$ cat src/rtl/can_clic_pkg.sv
// Shared types and defaults for the CLIC register/handshake block.
package can_clic_pkg;

  localparam int CLIC_N_IRQ  = 4;
  localparam int CLIC_PRIO_W = 1;
  localparam int CLIC_IDX_W  = $clog2(CLIC_N_IRQ);

  // Trigger mode encoding in the config word.
  localparam logic TRIG_LEVEL = 1'b0;
  localparam logic TRIG_EDGE  = 1'b1;

  // Entry as seen by the arbiter.
  typedef struct packed {
    logic [CLIC_PRIO_W-1:0] prio;
    logic                   ie;
    logic                   ip;
  } clic_entry_t;

  // Config write word.
  typedef struct packed {
    logic                   trig;
    logic [CLIC_PRIO_W-1:0] prio;
    logic                   ie;
    logic                   ip;
  } clic_cfg_t;

  typedef enum logic [1:0] {
    IDLE = 2'd0,
    REQ  = 2'd1,
    BUSY = 2'd2
  } clic_state_t;

endpackage

$ cat src/rtl/can_clic_gateway.sv
// Per-source gateway: edge/level detect plus the pending flop.
// Set beats clear so an edge landing on the acknowledge cycle is kept.
module can_clic_gateway
  import can_clic_pkg::*;
(
  input  logic clk,
  input  logic rst_n,
  input  logic src_i,
  input  logic cfg_wr_i,
  input  logic cfg_trig_i,
  input  logic cfg_ip_i,
  input  logic ack_clr_i,
  output logic ip_o
);

  logic src_q;
  logic trig_q;
  logic ip_q;
  logic ip_d;
  logic hw_set;

  assign hw_set = (trig_q == TRIG_EDGE) ? (src_i & ~src_q) : src_i;

  // Next pending value: a config write replaces the software part, hw_set always ORs in.
  always_comb begin
    // NOTE: every output of a combinational block gets a default first, so no path infers a latch.
    ip_d = (ip_q & ~ack_clr_i) | hw_set;
    if (cfg_wr_i) begin
      ip_d = cfg_ip_i | hw_set;
    end
  end

  // Source history, trigger mode and pending flop.
  always_ff @(posedge clk or negedge rst_n) begin
    // NOTE: sequential state uses non-blocking assignments so all flops sample the same pre-edge values.
    if (!rst_n) begin
      src_q  <= 1'b0;
      trig_q <= TRIG_LEVEL;
      ip_q   <= 1'b0;
    end else begin
      src_q <= src_i;
      ip_q  <= ip_d;
      if (cfg_wr_i) begin
        trig_q <= cfg_trig_i;
      end
    end
  end

  assign ip_o = ip_q;

endmodule

$ cat src/rtl/can_clic_regs.sv
// CLIC entry bank and core handshake (request / acknowledge / complete).
// The arbiter result (is_interrupt, index) comes from an external can_clic.
module can_clic_regs
  import can_clic_pkg::*;
#(
  parameter int N_IRQ  = CLIC_N_IRQ,
  parameter int PRIO_W = CLIC_PRIO_W,
  parameter int IDX_W  = (N_IRQ > 1) ? $clog2(N_IRQ) : 1
) (
  input  logic                           clk,
  input  logic                           rst_n,
  input  logic [N_IRQ-1:0]               irq_src,
  input  logic                           cfg_we,
  input  logic [IDX_W-1:0]               cfg_idx,
  input  logic [PRIO_W+2:0]              cfg_wdata,
  output logic [N_IRQ-1:0][PRIO_W+1:0]   entries,
  input  logic                           is_interrupt,
  input  logic [IDX_W-1:0]               index,
  output logic                           irq_req,
  output logic [IDX_W-1:0]               irq_id,
  input  logic                           irq_ack,
  input  logic                           irq_done,
  output logic                           busy
);

  // Config word layout: {trig, prio, ie, ip}.
  localparam int CFG_IP   = 0;
  localparam int CFG_IE   = 1;
  localparam int CFG_TRIG = PRIO_W + 2;

  clic_state_t      state_q;
  logic             irq_req_q;
  logic [IDX_W-1:0] irq_id_q;
  logic             busy_q;
  logic             take_ack;

  // An acknowledge only counts while a request is actually being presented.
  assign take_ack = (state_q == REQ) && is_interrupt && irq_ack;

  for (genvar i = 0; i < N_IRQ; i++) begin : g_entry
    logic              sel;
    logic              ack_clr;
    logic              ie_q;
    logic [PRIO_W-1:0] prio_q;
    logic              ip;

    // Indices >= N_IRQ match no entry, so such writes fall away.
    assign sel     = cfg_we && (cfg_idx == IDX_W'(i));
    assign ack_clr = take_ack && (irq_id_q == IDX_W'(i));

    // Enable and priority of this entry, written by config.
    always_ff @(posedge clk or negedge rst_n) begin
      if (!rst_n) begin
        ie_q   <= 1'b0;
        prio_q <= '0;
      end else if (sel) begin
        ie_q   <= cfg_wdata[CFG_IE];
        prio_q <= cfg_wdata[CFG_TRIG-1:CFG_IE+1];
      end
    end

    can_clic_gateway u_gateway (
      .clk        (clk),
      .rst_n      (rst_n),
      .src_i      (irq_src[i]),
      .cfg_wr_i   (sel),
      .cfg_trig_i (cfg_wdata[CFG_TRIG]),
      .cfg_ip_i   (cfg_wdata[CFG_IP]),
      .ack_clr_i  (ack_clr),
      .ip_o       (ip)
    );

    assign entries[i] = {prio_q, ie_q, ip};
  end

  // Handshake FSM with registered request, id and busy outputs.
  always_ff @(posedge clk or negedge rst_n) begin
    if (!rst_n) begin
      state_q   <= IDLE;
      irq_req_q <= 1'b0;
      irq_id_q  <= '0;
      busy_q    <= 1'b0;
    end else begin
      case (state_q)
        IDLE: begin
          if (is_interrupt) begin
            state_q   <= REQ;
            irq_req_q <= 1'b1;
            irq_id_q  <= index;
          end
        end
        REQ: begin
          if (!is_interrupt) begin
            state_q   <= IDLE;
            irq_req_q <= 1'b0;
          end else if (irq_ack) begin
            state_q   <= BUSY;
            irq_req_q <= 1'b0;
            busy_q    <= 1'b1;
          end else begin
            // Track the arbiter so a higher-priority arrival replaces the id before ack.
            irq_id_q <= index;
          end
        end
        BUSY: begin
          if (irq_done) begin
            state_q <= IDLE;
            busy_q  <= 1'b0;
          end
        end
        default: begin
          state_q   <= IDLE;
          irq_req_q <= 1'b0;
          busy_q    <= 1'b0;
        end
      endcase
    end
  end

  assign irq_req = irq_req_q;
  assign irq_id  = irq_id_q;
  assign busy    = busy_q;

endmodule

$ cat config.mk
export PLATFORM = sky130hd
export DESIGN_NAME = can_clic_regs
export DESIGN_NICKNAME = d
export VERILOG_FILES = /design/src/rtl/can_clic_pkg.sv /design/src/rtl/can_clic_gateway.sv /design/src/rtl/can_clic_regs.sv
export SDC_FILE = /design/constraint.sdc
export NUM_CORES = 1
export LEC_CHECK = 0
export BUFFER_PORTS_ARGS = -buffer_cell sky130_fd_sc_hd__buf_2
export CAP_MARGIN = 25
export CORE_MARGIN = 2
export CORE_UTILIZATION = 55
export CTS_BUF_LIST = sky130_fd_sc_hd__clkbuf_4 sky130_fd_sc_hd__clkbuf_8
export CTS_CLUSTER_SIZE = 12
export DETAILED_ROUTE_END_ITERATION = 12
export PLACE_DENSITY_LB_ADDON = 0.08
export REMOVE_ABC_BUFFERS = 1
export SLEW_MARGIN = 20
export SYNTH_ARGS = -nofsm -noshare
export SYNTH_HDL_FRONTEND = slang
export SYNTH_SLANG_ARGS = --single-unit
$ cat constraint.sdc
create_clock -name clk -period 1.8 [get_ports clk]
set_clock_uncertainty 0.15 [all_clocks]
set_input_delay 0.36 -clock clk [delete_from_list [all_inputs] [get_ports clk]]
set_output_delay 0.36 -clock clk [all_outputs]
set_load 0.02 [all_outputs]
# Word-level counts from Yosys, hierarchy flattened

Cells that the tools add are included.
W data, S select, Z words.

Register bits after elaboration: 26
Output and inout bits: 16
Logic and storage cells: 107
Input port bits: 18

Equality and inequality tests: 14
Muxes and demuxes: 25
Reductions and logical operators: 18
Bitwise gates (word level): 26

Operators by type and width:

| kind                 | number |
|---|---|
| $mux W1              | 14 |
| $mux W2              | 7 |
| $eq A2 B2 Y1 const B | 5 |
| $logic_and A1 B1 Y1  | 10 |
| $ne A2 B2 Y1 const B | 5 |
| $not A1 Y1           | 10 |
| $and A1 B1 Y1        | 8 |
| $or A1 B1 Y1         | 8 |
| $reduce_and A4 Y1    | 2 |
| $eq A2 B1 Y1 const B | 3 |
| $logic_not A2 Y1     | 3 |
| $pmux W1 S3          | 2 |
| $pmux W2 S3          | 1 |
| $reduce_and A3 Y1    | 2 |
| $pmux W2 S2          | 1 |
| $ne A3 B3 Y1 const B | 1 |
| $reduce_bool A2 Y1   | 1 |

# Longest topological paths before layout

Depth after elaboration: 8
Mapped depth: 3
Mapped depth without buffers: 3

# Cells and area by module

Synthesis repeated with hierarchy kept, for this count alone.

Cells, all modules: 90
Area, all modules: 1,137.3 um^2

By module, submodules not included:

| module           | area each (um^2) | times used | cells each | sequential area each (um^2) |
|---|---|---|---|---|
| can_clic_regs    | 706.9            | 1          | 62         | 350.3 |
| can_clic_gateway | 107.6            | 4          | 7          | 75.1 |

# Least setup slack after synthesis

Ideal clock, no wire load.

Path kind: input -> register
Start point: input port cfg_idx[1]
End point: register g_entry[0].ie_q
Path slack: 0.571 ns
Arrival time: 0.954 ns
Setup time: 0.125 ns
Required time: 1.525 ns
Cell stages on the path: 2
Path buffers: 0
Path through: nor3b_4 mux2_2

Cells in the longest elaborated chain, start to end: 2

Ends and longest elaborated chain:

| what                   | RTL line            | source |
|---|---|---|
| start: declaration     | can_clic_regs.sv:14 | `input logic [IDX_W-1:0] cfg_idx,` |
| $logic_not A2 Y1       | can_clic_regs.sv:48 | `assign sel = cfg_we && (cfg_idx == IDX_W'(i));` |
| $logic_and A1 B1 Y1    | can_clic_regs.sv:48 |  |
| end signal: assignment | can_clic_regs.sv:57 | `ie_q <= cfg_wdata[CFG_IE];` |
| end: declaration       | can_clic_regs.sv:43 | `logic ie_q;` |

No other way between the ends.
A chain may end at the register's enable or synchronous reset.

# Final worst setup path

Start point: register irq_id_q[0] (netlist: irq_id[0])
End point: output port irq_id[0]

RTL lines:

| what                     | RTL line             | source |
|---|---|---|
| start: declaration       | can_clic_regs.sv:33  | `logic [IDX_W-1:0] irq_id_q;` |
| start signal: assignment | can_clic_regs.sv:89  | `irq_id_q <= index;` |
| start signal: assignment | can_clic_regs.sv:102 | `irq_id_q <= index;` |
| end: declaration         | can_clic_regs.sv:20  | `output logic [IDX_W-1:0] irq_id,` |

No word-level cell between the ends.

==> run summary <==
sequential area share after synthesis: 57.59%
number of global-route vias before repair: 718
Synth Area in XOR/XNOR: 0%
Clock Sinks: 26
slowest CP cell: dfrtp_1
syn_area_per_cell: 12.69 um^2
Rel. slew slack: 62.38%
Synth Flop Type: dfrtp_1
Worst Tran Pin Value: 0.5642 ns
cells after synthesis: 89
WL per Instance: 13.06 um
Worst Path Required: 1.29 ns
critical path's largest stage delay: 0.44 ns
Register Area: 650.6 um^2
arrival time at the worst endpoint: 0.94 ns
Final Setup Violations: 0
drt drc: 0
Routed Antenna Nets: 0
status: complete, no violations
RSZ-0062 raised after global routing: false
worst hold path cell count: 1
Die H: 49.33 um
GRT Resource Usage Total: 17.18%
gpl congestion: 0.7243
crit share post-route: 80.50%
adder-cell area share of the yosys netlist: 0%
mux cell area share after synthesis: 13.95%
Core Area: 1942 um^2
Ant. Diodes: 0
CP Max Fanout: 5
Worst path depth: 1
Async S/R FF share, synth: 100.0%
minimum clock period: 1.449 ns
Hold Path Class: input port to register
commonest non-fill, non-tap cells in the layout: 33 x buf_2, 26 x dfrtp_1, 14 x mux2_2
Fin Setup TNS: 0 ns
fin cells: 145
Yosys warnings: 0
area occupied by multi-input gates: 370.4 um^2
share of cells above drive strength 1: 44.92%
Num CTS Buffers: 3
power density over the cells: 1000 nW/um^2
CTS tree: built
total die area: 2433 um^2
PortBufs: 33
startpoint types: register
Layout fillers: 159
antenna violations before repair: 0
DP HPWL: 1481 um
CTS H-tree lvls: 1
Max VDD drop: 0.5743 mV
Top Ports: 34
post-synthesis compound-gate area fraction: 8.306%
Pleak: 0.6291 nW
Max Slew Vio Count: 0
first-pass GRT wire length: 3201 um
Fmax: 0.6901 GHz
largest family of logic cells by synthesized area: multiplexers
CP top delay family: flip-flops
Mapped Area: 1130 um^2
number of flops mapped to enable cells by yosys: 0
most common cell after layout, fill and taps aside: buf_2
WS Path Type: register to output pin
Routed WL: 1894 um
grt total ovfl: 0
Synth cell types: 18
Clock Latency Late Sink: 0.30 ns
Clock Tree Root: clkbuf_4
initial core utilization: 58.18%
clk buf depth: 2
endpoints failing hold: 0
clock slew at reported path FFs: 0.13 ns
placed instance count: 137
Synth Register Bits: 26
critical path, cell by cell: buf_2
nets: 137
Max Cap Viol: 0
Area Growth Syn to Fin: 16.39%
post-cts resize count: 0
Worst Reg-to-Reg Cells: 3
drt pass-1 iters: 2
CP endpoint kind: output pin
Detailed Route Iter0 Violations: 7
DR vias: 733
vias per inst: 5.055
Crit path buffers/inverters: 1
largest net degree at the start of global routing: 27
Core Rows: 16
die width: 49.33 um
WHS: 0.02949 ns
simple logic cell fraction of the synthesized area: 10.52%
## cells by family after synthesis
family                 count (synthesis)
AND/OR/NAND/NOR                       19
AO/OA/AOI/OAI                         13
buffers and inverters                 17
multiplexers                          14
flip-flops                            26
## layout make-up
class | instances | share of cell area (%)
inverters | 5 | 1.427
clock buffers | 4 | 2.759
repair buffers | 37 | 15.60
well taps | 27 | 2.569
multi-input cells | 46 | 28.16
flip-flops and latches | 26 | 49.48
## report_power, final
group	leakage [nW]	total, mW	switching (mW)	internal (mW)
Combinational	0.310	0.312	0.175	0.136
Clock	0.0210	0.282	0.159	0.123
Sequential	0.298	0.722	0.0522	0.670
Total	0.629	1.32	0.386	0.930
## registers in the layout (all words and copies together) (netlist names)
signal / flops
g_entry.ie_q: 4
g_entry.prio_q: 4
g_entry.u_gateway.src_q: 4
busy: 1
irq_req: 1
state_q: 2
g_entry.u_gateway.trig_q: 4
g_entry.u_gateway.ip_o: 4
irq_id: 2
## per-stage QoR
stage | util, % | cell area (um^2) | setup WS, ns | total power [mW]
2_1_floorplan | - | 1040 | 0.5712 | 0.9155
3_3_place_gp | 63.79 | 1239 | 0.3579 | 1.035
3_5_place_dp | 63.79 | 1239 | 0.3440 | 1.045
4_1_cts | 66.17 | 1285 | 0.3394 | 1.327
5_1_grt | 67.72 | 1315 | 0.2935 | 1.393
6_report | 67.72 | 1315 | 0.3510 | 1.316
## metal layers
| layer | GRT usage, % | vias up | share of wire (%) |
|---|---|---|---|
| li1 | - | 357 | - |
| met1 | 21.19 | 355 | 44 |
| met2 | 31.08 | 19 | 51 |
| met3 | 2.761 | 2 | 4.5 |
| met4 | 4.286 | 0 | 0.74 |
| met5 | 0 | - | 0 |
## worst paths after layout
check | from | endpoint | slack [ns]
worst max-delay path | irq_id[0] | irq_id[0] | 0.35
worst min-delay path | irq_src[0] | g_entry[0].u_gateway.src_q | 0.03
worst max register to register | state_q[1] | g_entry[2].u_gateway.ip_o | 0.49
worst min register to register | g_entry[2].ie_q | g_entry[2].ie_q | 0.37
max in group asynchronous | rst_n | g_entry[0].u_gateway.src_q | 0.72
min in group asynchronous | rst_n | g_entry[3].u_gateway.src_q | 0.41
## synthesized netlist by cell type, types with 2 or more instances
cell type  number  area (um^2)
dfrtp_1        26        650.6
mux2_2         14        157.7
buf_4          12        90.09
nand2_1        12        45.04
inv_1           5        18.77
o211ai_1        3        22.52
o21ai_0         3        15.01
o311ai_1        3        26.28
nand3b_1        2        15.01
## repair_timing
action                                 4_1_cts  5_1_grt
buffers inserted                             0        0
endpoints found under the hold margin       26        3
hold buffers                                 1        3
Note: power is estimated with default switching activity, not from simulation.
